**config.mk**
```make
export PLATFORM = sky130hd
export DESIGN_NAME = native_register_bridge
export DESIGN_NICKNAME = d
export VERILOG_FILES = /design/src/rtl/native_bridge_pkg.sv /design/src/rtl/native_register_bridge.sv
export SDC_FILE = /design/constraint.sdc
export NUM_CORES = 1
export LEC_CHECK = 0
export BUFFER_PORTS_ARGS = -buffer_cell sky130_fd_sc_hd__buf_2
export CORE_UTILIZATION = 40
export CTS_CLUSTER_SIZE = 30
export DETAILED_ROUTE_END_ITERATION = 8
export PLACE_DENSITY = 0.74
export SLEW_MARGIN = 40
export SYNTH_ARGS = -nofsm -noshare
export SYNTH_HDL_FRONTEND = slang
export SYNTH_SLANG_ARGS = --single-unit
```
**constraint.sdc**
```tcl
create_clock -name clk -period 2.7 [get_ports clk]
set_input_delay 0.54 -clock clk [delete_from_list [all_inputs] [get_ports clk]]
set_output_delay 0.54 -clock clk [all_outputs]
set_load 0.01 [all_outputs]
```
**src/rtl/native_bridge_pkg.sv**
```systemverilog
// Shared definitions for native_register_bridge: register word offsets,
// CONFIG/STATUS bit positions and the bridge FSM state type.
package native_bridge_pkg;

    // Word offsets selected by req_addr[3:2]
    localparam logic [1:0] REG_COUNT  = 2'd0;
    localparam logic [1:0] REG_CONFIG = 2'd1;
    localparam logic [1:0] REG_STATUS = 2'd2;
    localparam logic [1:0] REG_FIFO   = 2'd3;

    // CONFIG bit positions
    localparam int unsigned CFG_EN  = 0;
    localparam int unsigned CFG_DIR = 1;
    localparam int unsigned CFG_IRE = 2;

    // STATUS bit positions
    localparam int unsigned ST_LT1K  = 0;
    localparam int unsigned ST_EMPTY = 1;
    localparam int unsigned ST_FULL  = 2;
    localparam int unsigned ST_WCNT  = 16;

    typedef enum logic [1:0] {
        IDLE      = 2'd0,
        FIFO_WAIT = 2'd1,
        RESP      = 2'd2
    } bridge_state_t;

endpackage

```
**src/rtl/native_register_bridge.sv**
```systemverilog
// Single-beat req/rsp bus slave that decodes accesses into native core
// register strobes (COUNT/CONFIG load, FIFO push/pop) and returns read data.
// Optional feature: define NATIVE_BRIDGE_ERR_EN to report rsp_err on unmapped
// addresses, FIFO push when full and FIFO pop when empty.
module native_register_bridge
    import native_bridge_pkg::*;
#(
    parameter int ADDRW       = 4,
    parameter int FIFO_CNTW   = 9,
    parameter int FIFO_RD_LAT = 1
) (
    input  logic                 clk,
    input  logic                 reset,
    input  logic                 req_valid,
    output logic                 req_ready,
    input  logic                 req_write,
    input  logic [ADDRW-1:0]     req_addr,
    input  logic [31:0]          req_wdata,
    output logic                 rsp_valid,
    input  logic                 rsp_ready,
    output logic [31:0]          rsp_rdata,
    output logic                 rsp_err,
    output logic                 count_we,
    output logic [31:0]          count_in,
    output logic                 config_we,
    output logic                 en_in,
    output logic                 dir_in,
    output logic                 ire_in,
    output logic                 fifo_we,
    output logic [7:0]           fifo_data_in,
    output logic                 fifo_re,
    input  logic [31:0]          count_out,
    input  logic                 en_out,
    input  logic                 dir_out,
    input  logic                 ire_out,
    input  logic                 lt_1k_out,
    input  logic [7:0]           fifo_data_out,
    input  logic [FIFO_CNTW-1:0] fifo_word_count,
    input  logic                 fifo_empty,
    input  logic                 fifo_full
);

`ifdef NATIVE_BRIDGE_ERR_EN
    localparam logic ERR_EN = 1'b1;
`else
    localparam logic ERR_EN = 1'b0;
`endif

    // Any request address bit above [3:2] marks the access as unmapped
    localparam logic [ADDRW-1:0] HI_MASK = ~ADDRW'(4'hF);

    bridge_state_t state, state_next;
    logic [1:0]    wait_cnt, wait_cnt_next;
    logic [31:0]   rdata_next;
    logic          err_next;
    logic          count_we_next, config_we_next, fifo_we_next, fifo_re_next;
    logic [31:0]   count_in_next;
    logic          en_in_next, dir_in_next, ire_in_next;
    logic [7:0]    fifo_data_in_next;
    logic          accept, unmapped;
    logic [1:0]    word;
    logic [31:0]   status_word;
    logic          unused_addr_lsb;

    assign unused_addr_lsb = &{1'b0, req_addr[1:0]};

    assign req_ready = (state == IDLE) && !reset;
    assign rsp_valid = (state == RESP);
    assign accept    = req_valid && req_ready;
    assign word      = req_addr[3:2];
    assign unmapped  = |(req_addr & HI_MASK);

    // Assemble the read-only STATUS word from live FIFO/core flags
    always_comb begin
        status_word                       = '0;
        status_word[ST_WCNT +: FIFO_CNTW] = fifo_word_count;
        status_word[ST_FULL]              = fifo_full;
        status_word[ST_EMPTY]             = fifo_empty;
        status_word[ST_LT1K]              = lt_1k_out;
    end

    // Next-state, decode and registered-output logic
    always_comb begin
        state_next        = state;
        wait_cnt_next     = wait_cnt;
        rdata_next        = rsp_rdata;
        err_next          = rsp_err;
        count_we_next     = 1'b0;
        config_we_next    = 1'b0;
        fifo_we_next      = 1'b0;
        fifo_re_next      = 1'b0;
        count_in_next     = count_in;
        en_in_next        = en_in;
        dir_in_next       = dir_in;
        ire_in_next       = ire_in;
        fifo_data_in_next = fifo_data_in;
        case (state)
            IDLE: begin
                if (accept) begin
                    state_next = RESP;
                    rdata_next = '0;
                    err_next   = 1'b0;
                    if (unmapped) begin
                        err_next = ERR_EN;
                    end else begin
                        case (word)
                            REG_COUNT: begin
                                if (req_write) begin
                                    count_we_next = 1'b1;
                                    count_in_next = req_wdata;
                                end else begin
                                    rdata_next = count_out;
                                end
                            end
                            REG_CONFIG: begin
                                if (req_write) begin
                                    config_we_next = 1'b1;
                                    en_in_next     = req_wdata[CFG_EN];
                                    dir_in_next    = req_wdata[CFG_DIR];
                                    ire_in_next    = req_wdata[CFG_IRE];
                                end else begin
                                    rdata_next[CFG_EN]  = en_out;
                                    rdata_next[CFG_DIR] = dir_out;
                                    rdata_next[CFG_IRE] = ire_out;
                                end
                            end
                            REG_STATUS: begin
                                if (!req_write) begin
                                    rdata_next = status_word;
                                end
                            end
                            default: begin
                                if (req_write) begin
                                    if (fifo_full) begin
                                        err_next = ERR_EN;
                                    end else begin
                                        fifo_we_next      = 1'b1;
                                        fifo_data_in_next = req_wdata[7:0];
                                    end
                                end else if (fifo_empty) begin
                                    err_next = ERR_EN;
                                end else begin
                                    fifo_re_next  = 1'b1;
                                    wait_cnt_next = '0;
                                    state_next    = FIFO_WAIT;
                                end
                            end
                        endcase
                    end
                end
            end
            FIFO_WAIT: begin
                // fifo_re was high in the first FIFO_WAIT cycle; data is valid
                // FIFO_RD_LAT cycles after that, i.e. when wait_cnt reaches it
                if (wait_cnt == 2'(FIFO_RD_LAT)) begin
                    rdata_next = {24'b0, fifo_data_out};
                    state_next = RESP;
                end else begin
                    wait_cnt_next = wait_cnt + 2'd1;
                end
            end
            RESP: begin
                if (rsp_ready) begin
                    state_next = IDLE;
                end
            end
            default: state_next = IDLE;
        endcase
    end

    // State and output registers; reset drops any in-flight transaction
    always_ff @(posedge clk) begin
        if (reset) begin
            state        <= IDLE;
            wait_cnt     <= '0;
            rsp_rdata    <= '0;
            rsp_err      <= 1'b0;
            count_we     <= 1'b0;
            config_we    <= 1'b0;
            fifo_we      <= 1'b0;
            fifo_re      <= 1'b0;
            count_in     <= '0;
            en_in        <= 1'b0;
            dir_in       <= 1'b0;
            ire_in       <= 1'b0;
            fifo_data_in <= '0;
        end else begin
            state        <= state_next;
            wait_cnt     <= wait_cnt_next;
            rsp_rdata    <= rdata_next;
            rsp_err      <= err_next;
            count_we     <= count_we_next;
            config_we    <= config_we_next;
            fifo_we      <= fifo_we_next;
            fifo_re      <= fifo_re_next;
            count_in     <= count_in_next;
            en_in        <= en_in_next;
            dir_in       <= dir_in_next;
            ire_in       <= ire_in_next;
            fifo_data_in <= fifo_data_in_next;
        end
    end

endmodule
```
==> metrics.cfg <==
[worst_setup_path]
crit_type = flip-flop to output port
critPathMaxFanout = 18
cp-end-kind = output port
cp.required_ns = 2.16
cp.arrival_ns = 1.68
setup.worst_path.start_class = flip-flop

[logic_synthesis]
syn_area_um2 = 3700
syn_inst = 391
synth_common_cells = dfxtp_1, mux2_2, nor2b_1
avgSynthCellArea_um2 = 9.45
synth_edf_count = 0
yosysMostFrequentCell = dfxtp_1
synth_top_flop_cell = dfxtp_1
synthTopCellsByArea = dfxtp_1, mux2_2, nor2b_1, o32ai_1, a21oi_1
seq_area_frac_synth_pct = 45.0
ys_ff_latch = 83
yosys.area.top_type = dfxtp_1
synth.distinct_cells = 42
syn-num-nets = 488
ys_async_sr_fraction_pct = 0
synth_top_area_share_pct = 45.0
yosys_warnings = 0

[floorplan]
core_area_um2 = 8850
top_level_ports = 178
fp.dieW_um = 98.1
die_h_um = 98.1
dieArea_um2 = 9630
start_util_pct = 41.8
rows = 34

[global_routing]
first_global_vias = 3429
grt_usage_pct = 20.8
antenna_found_initial = 0
grt_overflow = 0
grt_max_degree = 39
grt_pass1_wl_um = 16100

[pwr]
p_per_area_nw_per_um2 = 529
leakage_nw = 2.24
ir_worst_vdd_mv = 0.303
p_total_w = 0.00255

[timing]
fin_setup_tns_ns = 0
fin_skew_ns = 0.0108
rsz0062_at_grt = false
fmax_mhz = 451
hold_viol = 0
worstMarginPinSlew_ns = 0.724
slew_headroom_pct = 51.6
finalCritPeriodShare_pct = 82.2
final.min_clock_period_ns = 2.22
setup_viol = 0
drv_slew = 0

[layout]
syn_to_final_growth_pct = 30.2
drive_gt1_share_pct = 44.0
fin_util_pct = 54.4
diodes = 0
nets = 644

[place]
port_buffers = 174
dp_hpwl_um = 7240
gp_congestion = 0.772

[route]
drtIter0Drc = 148
wirelength_um = 10200
drc = 8
routedWlPerCell_um = 15.4
dr.pass1.iters = 8
vias = 3497
detail_route.vias_per_cell = 5.30
ant_nets = 0

[run_status]
outcome = finished, violations left
violations = design-rule violations

[min_path]
hold_path.class = input pin to flip-flop

[clocking]
clock_latency_ns = 0.35
hold_buffers = 0
clkTransAtPathRegs_ns = 0.09
ctsResizeCount = 0
clockBufferDepth = 2
cts_tree = yes
cts_made_buffers = 9
cts_setup_buffers = 0
htree_num_levels = 3
root_buffer = clkbuf_8
clock_sinks = 83

[flow_run]
cap_violations = 0

==> per-stage QoR <==
step / hold slack (ns) / setup slack (ns) / cell area, um^2 / std cells
after floorplan: 0.438 / 0.523 / 3700 / 391
after global placement: 0.443 / 0.386 / 4600 / 644
after detailed placement: 0.445 / 0.331 / 4600 / 644
after CTS: 0.401 / 0.477 / 4810 / 660
after global routing: 0.404 / 0.395 / 4810 / 660
final: 0.413 / 0.481 / 4810 / 660
==> critical path, stage by stage (launching register included) <==
cell and delay, ns:
dfxtp_1 0.31, buf_4 0.19, or3_1 0.49, clkinv_1 0.18
buf_2 0.17
==> power by group <==
| group | switching (W) | internal, W | total, W |
|---|---|---|---|
| Clock | 0.000433 | 0.000519 | 0.000952 |
| Combinational | 0.000177 | 0.000143 | 0.000320 |
| Sequential | 0.0000163 | 0.00126 | 0.00127 |
==> kinds of logic after synthesis <==
family	count (synthesis)	synth area share [%]
other cells	1	0.101
buf+inv	62	7.28
mux	49	14.7
simple gates	117	18.1
flops	83	45.0
compound gates	78	14.5
fa+ha+maj	1	0.338
==> sequential cells by signal (all words and copies together) (netlist names) <==
name and count:
config_we 1, count_in 32, count_we 1, dir_in 1, en_in 1, fifo_data_in 8
fifo_re 1, fifo_we 1, ire_in 1, rsp_rdata 32, state 2, wait_cnt 2
==> worst paths after layout <==
check                            from                         end  slack [ns]  cells past startpoint
max reg2reg     state[0]$_SDFFE_PP0P_  rsp_rdata[29]$_SDFFE_PP0P_        0.65                      5
min reg2reg  count_in[2]$_SDFFE_PP0P_    count_in[2]$_SDFFE_PP0P_        0.47                      2
max             state[0]$_SDFFE_PP0P_                   req_ready        0.48                      4
min                     req_wdata[24]   count_in[24]$_SDFFE_PP0P_        0.41                      2
==> cell type report <==
type	count	area, um^2
clock buffer	11	131
clock inverter	5	77.6
fill	836	4040
inverter	24	90.1
multi-input combinational	246	1770
sequential	83	1660
tap	108	135
timing repair buffer	183	951
==> layout by cell type, fill, tap and decap left out, types with 3 or more instances in the layout <==
cell	n
buf_2	174
buf_4	8
a211oi_1	5
mux2_2	41
o32ai_1	15
nand4_1	15
nand3_1	14
nand2b_1	3
a311oi_1	8
inv_1	22
o2111ai_1	5
nor3b_1	3
nor2b_1	30
nand3b_1	5
nand2_1	29
mux2i_1	8
dfxtp_1	83
clkbuf_8	9
o31ai_1	7
o21ai_0	7
a21oi_1	26
nor2_1	5
==> layer usage <==
layer	global-route usage, %	routed length [um]	part of all wire, %	up-vias
li1	-	-	-	1711
met1	24.7	4190	41	1651
met2	36.7	5200	51	122
met3	4.29	628	6.2	13
met4	8.04	138	1.4	0
met5	0	0	0	-
Note: power is estimated with default switching activity, not from simulation.
